--- config.mk ---
export PLATFORM = sky130hd
export DESIGN_NAME = argmax_classifier
export DESIGN_NICKNAME = d
export VERILOG_FILES = /design/src/rtl/argmax_classifier.sv
export SDC_FILE = /design/constraint.sdc
export NUM_CORES = 1
export LEC_CHECK = 0
export ABC_AREA = 1
export BUFFER_PORTS_ARGS = -buffer_cell sky130_fd_sc_hd__buf_2
export CAP_MARGIN = 30
export CORE_MARGIN = 5
export CORE_UTILIZATION = 61
export DETAILED_ROUTE_END_ITERATION = 16
export PLACE_DENSITY = 0.86
export SETUP_SLACK_MARGIN = 0.15
export SYNTH_ARGS = -nofsm -noshare
export SYNTH_HDL_FRONTEND = slang
export SYNTH_SLANG_ARGS = --single-unit
--- constraint.sdc ---
create_clock -name clk -period 37.7 [get_ports clk]
set_input_delay 7.54 -clock clk [delete_from_list [all_inputs] [get_ports clk]]
set_output_delay 7.54 -clock clk [all_outputs]
set_load 0.1 [all_outputs]
--- src/rtl/argmax_classifier.sv ---
// Argmax output stage: captures N_CLASSES signed scores on start and scans them one per cycle.
// Optional second-best tracking and a margin output are enabled with `define ARGMAX_MARGIN_EN.
module argmax_classifier #(
    parameter int N_CLASSES = 10,
    parameter int DATA_W    = 32,
    parameter int IDX_W     = 4
) (
    input  logic                          clk,
    input  logic                          reset,
    input  logic                          start,
    input  logic [N_CLASSES*DATA_W-1:0]   scores,
    output logic                          busy,
    output logic                          done,
    output logic [IDX_W-1:0]              class_idx,
    output logic [DATA_W-1:0]             max_score
`ifdef ARGMAX_MARGIN_EN
    ,
    output logic [DATA_W:0]               margin
`endif
);

    typedef enum logic [1:0] {
        S_IDLE,
        S_SCAN,
        S_DONE
    } state_e;

    localparam logic [IDX_W-1:0] LAST_PTR = IDX_W'(N_CLASSES - 1);

    state_e                 state_q, state_d;
    logic [DATA_W-1:0]      score_buf_q [N_CLASSES];
    logic [DATA_W-1:0]      score_buf_d [N_CLASSES];
    logic [IDX_W-1:0]       ptr_q, ptr_d;
    logic [DATA_W-1:0]      run_max_q, run_max_d;
    logic [IDX_W-1:0]       run_idx_q, run_idx_d;
    logic                   busy_q, busy_d;
    logic                   done_q, done_d;
    logic [IDX_W-1:0]       class_idx_q, class_idx_d;
    logic [DATA_W-1:0]      max_score_q, max_score_d;

    // One scan step: the candidate at ptr against the running maximum.
    logic [DATA_W-1:0]      cand;
    logic                   cand_gt_max;
    logic [DATA_W-1:0]      step_max;
    logic [IDX_W-1:0]       step_idx;

`ifdef ARGMAX_MARGIN_EN
    localparam logic [DATA_W-1:0] MOST_NEG = {1'b1, {(DATA_W-1){1'b0}}};

    logic [DATA_W-1:0]      second_q, second_d;
    logic [DATA_W:0]        margin_q, margin_d;
    logic                   cand_gt_second;
    logic [DATA_W-1:0]      step_second;
`endif

    always_comb begin
        cand        = score_buf_q[ptr_q];
        cand_gt_max = $signed(cand) > $signed(run_max_q);
        step_max    = cand_gt_max ? cand  : run_max_q;
        step_idx    = cand_gt_max ? ptr_q : run_idx_q;
`ifdef ARGMAX_MARGIN_EN
        cand_gt_second = $signed(cand) > $signed(second_q);
        // Top-2 rule: a new maximum demotes the old one to second place.
        if (cand_gt_max) begin
            step_second = run_max_q;
        end else if (cand_gt_second) begin
            step_second = cand;
        end else begin
            step_second = second_q;
        end
`endif
    end

    // NOTE: every variable assigned here gets a default first so no latch is inferred.
    always_comb begin
        state_d     = state_q;
        score_buf_d = score_buf_q;
        ptr_d       = ptr_q;
        run_max_d   = run_max_q;
        run_idx_d   = run_idx_q;
        busy_d      = 1'b0;
        done_d      = 1'b0;
        class_idx_d = class_idx_q;
        max_score_d = max_score_q;
`ifdef ARGMAX_MARGIN_EN
        second_d    = second_q;
        margin_d    = margin_q;
`endif

        case (state_q)
            S_IDLE, S_DONE: begin
                state_d = S_IDLE;
                if (start) begin
                    for (int k = 0; k < N_CLASSES; k++) begin
                        score_buf_d[k] = scores[k*DATA_W +: DATA_W];
                    end
                    run_max_d = scores[0 +: DATA_W];
                    run_idx_d = '0;
                    ptr_d     = IDX_W'(1);
                    busy_d    = 1'b1;
                    state_d   = S_SCAN;
`ifdef ARGMAX_MARGIN_EN
                    second_d  = MOST_NEG;
`endif
                end
            end

            S_SCAN: begin
                run_max_d = step_max;
                run_idx_d = step_idx;
                ptr_d     = ptr_q + IDX_W'(1);
`ifdef ARGMAX_MARGIN_EN
                second_d  = step_second;
`endif
                if (ptr_q == LAST_PTR) begin
                    class_idx_d = step_idx;
                    max_score_d = step_max;
                    done_d      = 1'b1;
                    state_d     = S_DONE;
`ifdef ARGMAX_MARGIN_EN
                    // Sign-extend both operands so the difference can never overflow.
                    margin_d    = {step_max[DATA_W-1], step_max}
                                - {step_second[DATA_W-1], step_second};
`endif
                end else begin
                    busy_d = 1'b1;
                end
            end

            default: begin
                state_d = S_IDLE;
            end
        endcase
    end

    // NOTE: state uses non-blocking assignments; the score buffer is on the async reset
    // as well, so nothing captured before a reset can leak into a later result.
    always_ff @(posedge clk or posedge reset) begin
        if (reset) begin
            state_q     <= S_IDLE;
            for (int k = 0; k < N_CLASSES; k++) begin
                score_buf_q[k] <= '0;
            end
            ptr_q       <= '0;
            run_max_q   <= '0;
            run_idx_q   <= '0;
            busy_q      <= 1'b0;
            done_q      <= 1'b0;
            class_idx_q <= '0;
            max_score_q <= '0;
`ifdef ARGMAX_MARGIN_EN
            second_q    <= '0;
            margin_q    <= '0;
`endif
        end else begin
            state_q     <= state_d;
            score_buf_q <= score_buf_d;
            ptr_q       <= ptr_d;
            run_max_q   <= run_max_d;
            run_idx_q   <= run_idx_d;
            busy_q      <= busy_d;
            done_q      <= done_d;
            class_idx_q <= class_idx_d;
            max_score_q <= max_score_d;
`ifdef ARGMAX_MARGIN_EN
            second_q    <= second_d;
            margin_q    <= margin_d;
`endif
        end
    end

    assign busy      = busy_q;
    assign done      = done_q;
    assign class_idx = class_idx_q;
    assign max_score = max_score_q;
`ifdef ARGMAX_MARGIN_EN
    assign margin    = margin_q;
`endif

endmodule

# After elaboration in Yosys (flattened, before gate mapping)
# Cells that the tools add are included.
# word_totals
input_bits	323
word_cells	52
ff_bits	400
# op_classes
order_cmp	2
bitwise	1
n_eq_ne	5
addsub	1
reduce_logical	6
muxes	19
# ops
cell	n
$bmux 32 s4	1
$mux 32	4
$pmux 32 s2	1
$gt 32x32->1	1
$pmux 4 s2	2
$mux 4	3
$reduce_and 2->1	3
$ge 5x5->1 const B	1
$mux 1	5
$not 4->5	1
$add 4x1->4 const B	1
$eq 4x4->1 const B	1
$ne 2x2->1 const B	2
$pmux 2 s2	1
$eq 2x1->1 const B	1
$eq 2x2->1 const B	1
$logic_not 2->1	1
$mux 2	1
$pmux 1 s2	1
$reduce_bool 2->1	1
$reduce_or 2->1	1

# Longest topological paths before layout
# logic_depth
ltp_word	7
mapped_depth	27
ltp_nobuf	24

# Worst setup path before layout
# Ideal clock, no wire load.
# synth_path
kind	input to register
startpoint	input start
endpoint	register score_buf_q[100] (netlist name)
slack_ns	28.948
required_time_ns	37.634
arrival_time_ns	8.686
path_stages	7
path_cell_list	nand2_1 -> inv_1 -> clkbuf_1 -> buf_1 -> clkbuf_1 -> nand2_1 -> nand2_1
# synth_via
elab_chain_len	1
# synth_lines
element	line_no	rtl
from (decl)	10	input logic start,
$reduce_and 2->1 (no source line)	n/a	
to (signal assigned)	157	score_buf_q <= score_buf_d;
to (decl)	31	logic [DATA_W-1:0] score_buf_q [N_CLASSES];
# No other way between the ends.
# A chain may end at the register's enable or synchronous reset.

# Worst setup path in the final report
# layout_path
startpoint	input start
endpoint	register score_buf_q[211] (netlist name)
# Same word-level chain as after synthesis.

==> run_results.csv <==
group,metric,value,unit
timing,report.final.hold_viol_count,0,
yosys,yosysMostFrequentCell,"nand2_1",
setup_path,critPathTopFamily,"buffers and inverters",
detailed_routing,ant_nets,0,
final_layout,layout.nets,3159,
timing,setup_violations,0,
yosys,synth_top_area_cell,"dfrtp_1",
die,initial_utilization,61.86,%
setup_path,crit_path_start_kind,"input port",
global_route,grt_first_pass_wirelength,96.81,mm
timing,min_period,9.611,ns
yosys,synth_cell_types,27,
place,hpwl,42.13,mm
clocking,postCtsResizedCells,0,
die,num_rows,65,
global_route,grt_max_degree,268,
yosys,syn_area_per_cell,7.685,um2
yosys,ys_seq_area_share,51.28,%
clocking,cts-root-buf,"clkbuf_16",
timing,min_period_over_period,25.49,%
die,pin_count,361,
setup_path,path_class,"input port to flip-flop",
yosys,synth_compound_gate_area_share,12.37,%
timing,max_freq,104.1,MHz
detailed_routing,drt_pass1_iterations,9,
global_route,grt_pass1_vias,18300,
setup_path,max_stage_delay,0.66,ns
yosys,synthArstFlopShare,100.0,%
setup_path,worst_path_max_delay_cell,"buf_4",
timing,slew_viol_final,0,
setup_path,endpoint_kind,"flip-flop",
timing,worstMarginPinSlew,1.460,ns
power,p_leak,12.27,nW
setup_path,arrival,9.98,ns
setup_path,required,38.07,ns
power,power_density,108.5,mW/mm2
clocking,cts.sinks,400,
clocking,cts_tree,"yes",
clocking,clk_pin_slew,0.06,ns
global_route,antenna_found_initial,8,
yosys,synthCells,2540,
yosys,syn_nets,2897,
timing,slew_headroom,2.634,%
yosys,synth_top_area_share,51.28,%
timing,fin_setup_tns,0,ns
die,die_area,0.03568,mm2
yosys,synth.cell_area,0.01952,mm2
global_route,grtUsageTotal,34.02,%
detailed_routing,vias,18790,
die,die_h,188.9,um
timing,grt_setup_unrepaired,"no",
clocking,numCtsBuffers,43,
final_layout,fin_util,72.82,%
yosys,muxShareOfSynthArea,0,%
detailed_routing,via_per_inst,5.792,
yosys,synthAdderAreaFrac,2.179,%
setup_path,worstPathMaxFanout,267,
detailed_routing,drc,0,
setup_path,cp_cell_sequence,"buf_2 -> nand2_4 -> buf_12 -> inv_8 -> buf_4 -> nand2_1 -> o21ai_0",
die,die_w,188.9,um
timing,skew,0.01553,ns
clocking,h-tree-depth,2,
detailed_routing,drtIter0Drc,2329,
yosys,ys_top_cells_by_count,"nand2_1, dfrtp_1, inv_1, o21ai_0, nand3_1",
yosys,synth_edf_count,0,
yosys,synthSimpleGateAreaFrac,25.62,%
detailed_routing,post_drt_wl_per_cell,19.05,um
power,total_power,2.493,mW
global_route,grt_overflow,0,
place,portBuffers,360,
power,peakVddDrop,0.00007528,V
clocking,clock_path_buffers,3,
min_path,holdCritPathClass,"flip-flop to flip-flop",
yosys,synthFlopType,"dfrtp_1",
yosys,ys_seq_elements,400,
die,core-area,0.03156,mm2
clocking,hold_buffers,0,
yosys,ys_top_cells_by_area,"dfrtp_1, nand2_1, o21ai_0",
yosys,synth_top_family_by_area,"simple AND/OR/NAND/NOR gates",
yosys,synth_xor_area_share,0.04487,%
place,place_congestion,0.9312,
detailed_routing,finalWirelength,61.77,mm
setup_path,worst-path-buf-inv,4,
clocking,postCtsSetupBuffers,0,
final_layout,fin_area,0.02298,mm2
yosys,yosys_warnings,0,
place,numPlacedInstances,3159,
place,place_area,0.02150,mm2
final_layout,finalNonFillerCells,3243,
run_status,status,"complete, no violations",
final_layout,area_growth,17.72,%
clocking,clock_latency,0.54,ns
final_layout,drive_gt1_share,16.27,%
run,max-cap-violations,0,
-- sequential cells by signal (all words and copies together) (netlist names) --
signal and count:
run_idx_q 4, busy 1, score_buf_q 320, ptr_q 4
run_max_q 32, max_score 32, state_q 2, done 1
class_idx 4
-- cell type report --
type	instances	area, um2
sequential	400	10020
fill	2406	8578
multi-input combinational	1708	7866
timing repair buffer	379	2090
clock buffer	65	1311
inverter	270	1028
tap	402	503.0
clock inverter	11	141.4
antenna	8	20.02
-- kinds of logic (layout without fill, tap and decap cells) --
| group | count (synthesis) | after routing |
|---|---|---|
| compound gates | 425 | 425 |
| xor+xnor | 1 | 1 |
| fa+ha+maj | 34 | 34 |
| buf+inv | 432 | 725 |
| flops | 400 | 400 |
| other cells | 0 | 8 |
| simple gates | 1248 | 1248 |
-- where the power goes --
part | internal [mW] | total, mW | switching (mW)
clock network | 0.260 | 0.433 | 0.173
logic | 0.372 | 1.30 | 0.930
registers | 0.643 | 0.757 | 0.115
-- worst register-to-register path, cell delays in order (launching register included) --
cell and delay (ns):
dfrtp_4 0.69, buf_4 0.74, inv_1 0.58, buf_16 0.32, o21ai_0 0.10, o211ai_1 0.10, nand3_1 0.11, nand2_1 0.13
ha_1 0.32, a21oi_1 0.15, nor2_1 0.05, nor2_1 0.09, nand2_1 0.08, nand2_1 0.08, nand2_1 0.06, nand2_1 0.11
nand3_2 0.72, nand3_4 0.78, nand2_1 0.21, nand3_1 0.15, nand2_1 0.07
-- cell usage in the layout (no fill, tap or decap), drive strengths merged --
master / instances
diode: 8
dfrtp: 400
nor3: 2
buf: 379
inv: 267
bufinv: 3
nand2: 1018
o21a: 1
a21oi: 47
o21ai: 247
clkinv: 8
clkbuf: 65
nor4: 1
nor2: 48
clkinvlp: 3
xnor2: 1
and3: 1
nand4: 39
ha: 34
o22ai: 33
a21o: 2
o211ai: 95
nand3: 139
-- final timing paths --
| check | depth (start not counted) | start | end | slack [ns] |
|---|---|---|---|---|
| worst max-delay path | 7 | start | score_buf_q[211] | 28.09 |
| worst min-delay path | 2 | max_score[24] | max_score[24] | 0.47 |
| worst max register to register | 20 | ptr_q[1] | max_score[13] | 31.97 |
| worst min register to register | 2 | max_score[24] | max_score[24] | 0.47 |
| max in group asynchronous | 3 | reset | score_buf_q[172] | 28.88 |
| min in group asynchronous | 2 | reset | score_buf_q[153] | 7.20 |
-- metrics by stage --
step	setup WS, ns	hold slack, ns
3_3_place_gp	27.44	0.4557
4_1_cts	28.03	0.4761
5_1_grt	27.71	0.4919
3_5_place_dp	27.49	0.4601
6_report	28.09	0.4736
2_1_floorplan	19.04	0.4436
-- layer usage --
layer	up-vias	track usage (%)	wire length (um)
met2	1132	51.14	27300
met5	-	0	0
met1	8820	46.64	24160
li1	8619	-	-
met4	0	21.02	4218
met3	214	5.734	6089
No activity file was read; power rests on OpenSTA's default activity.
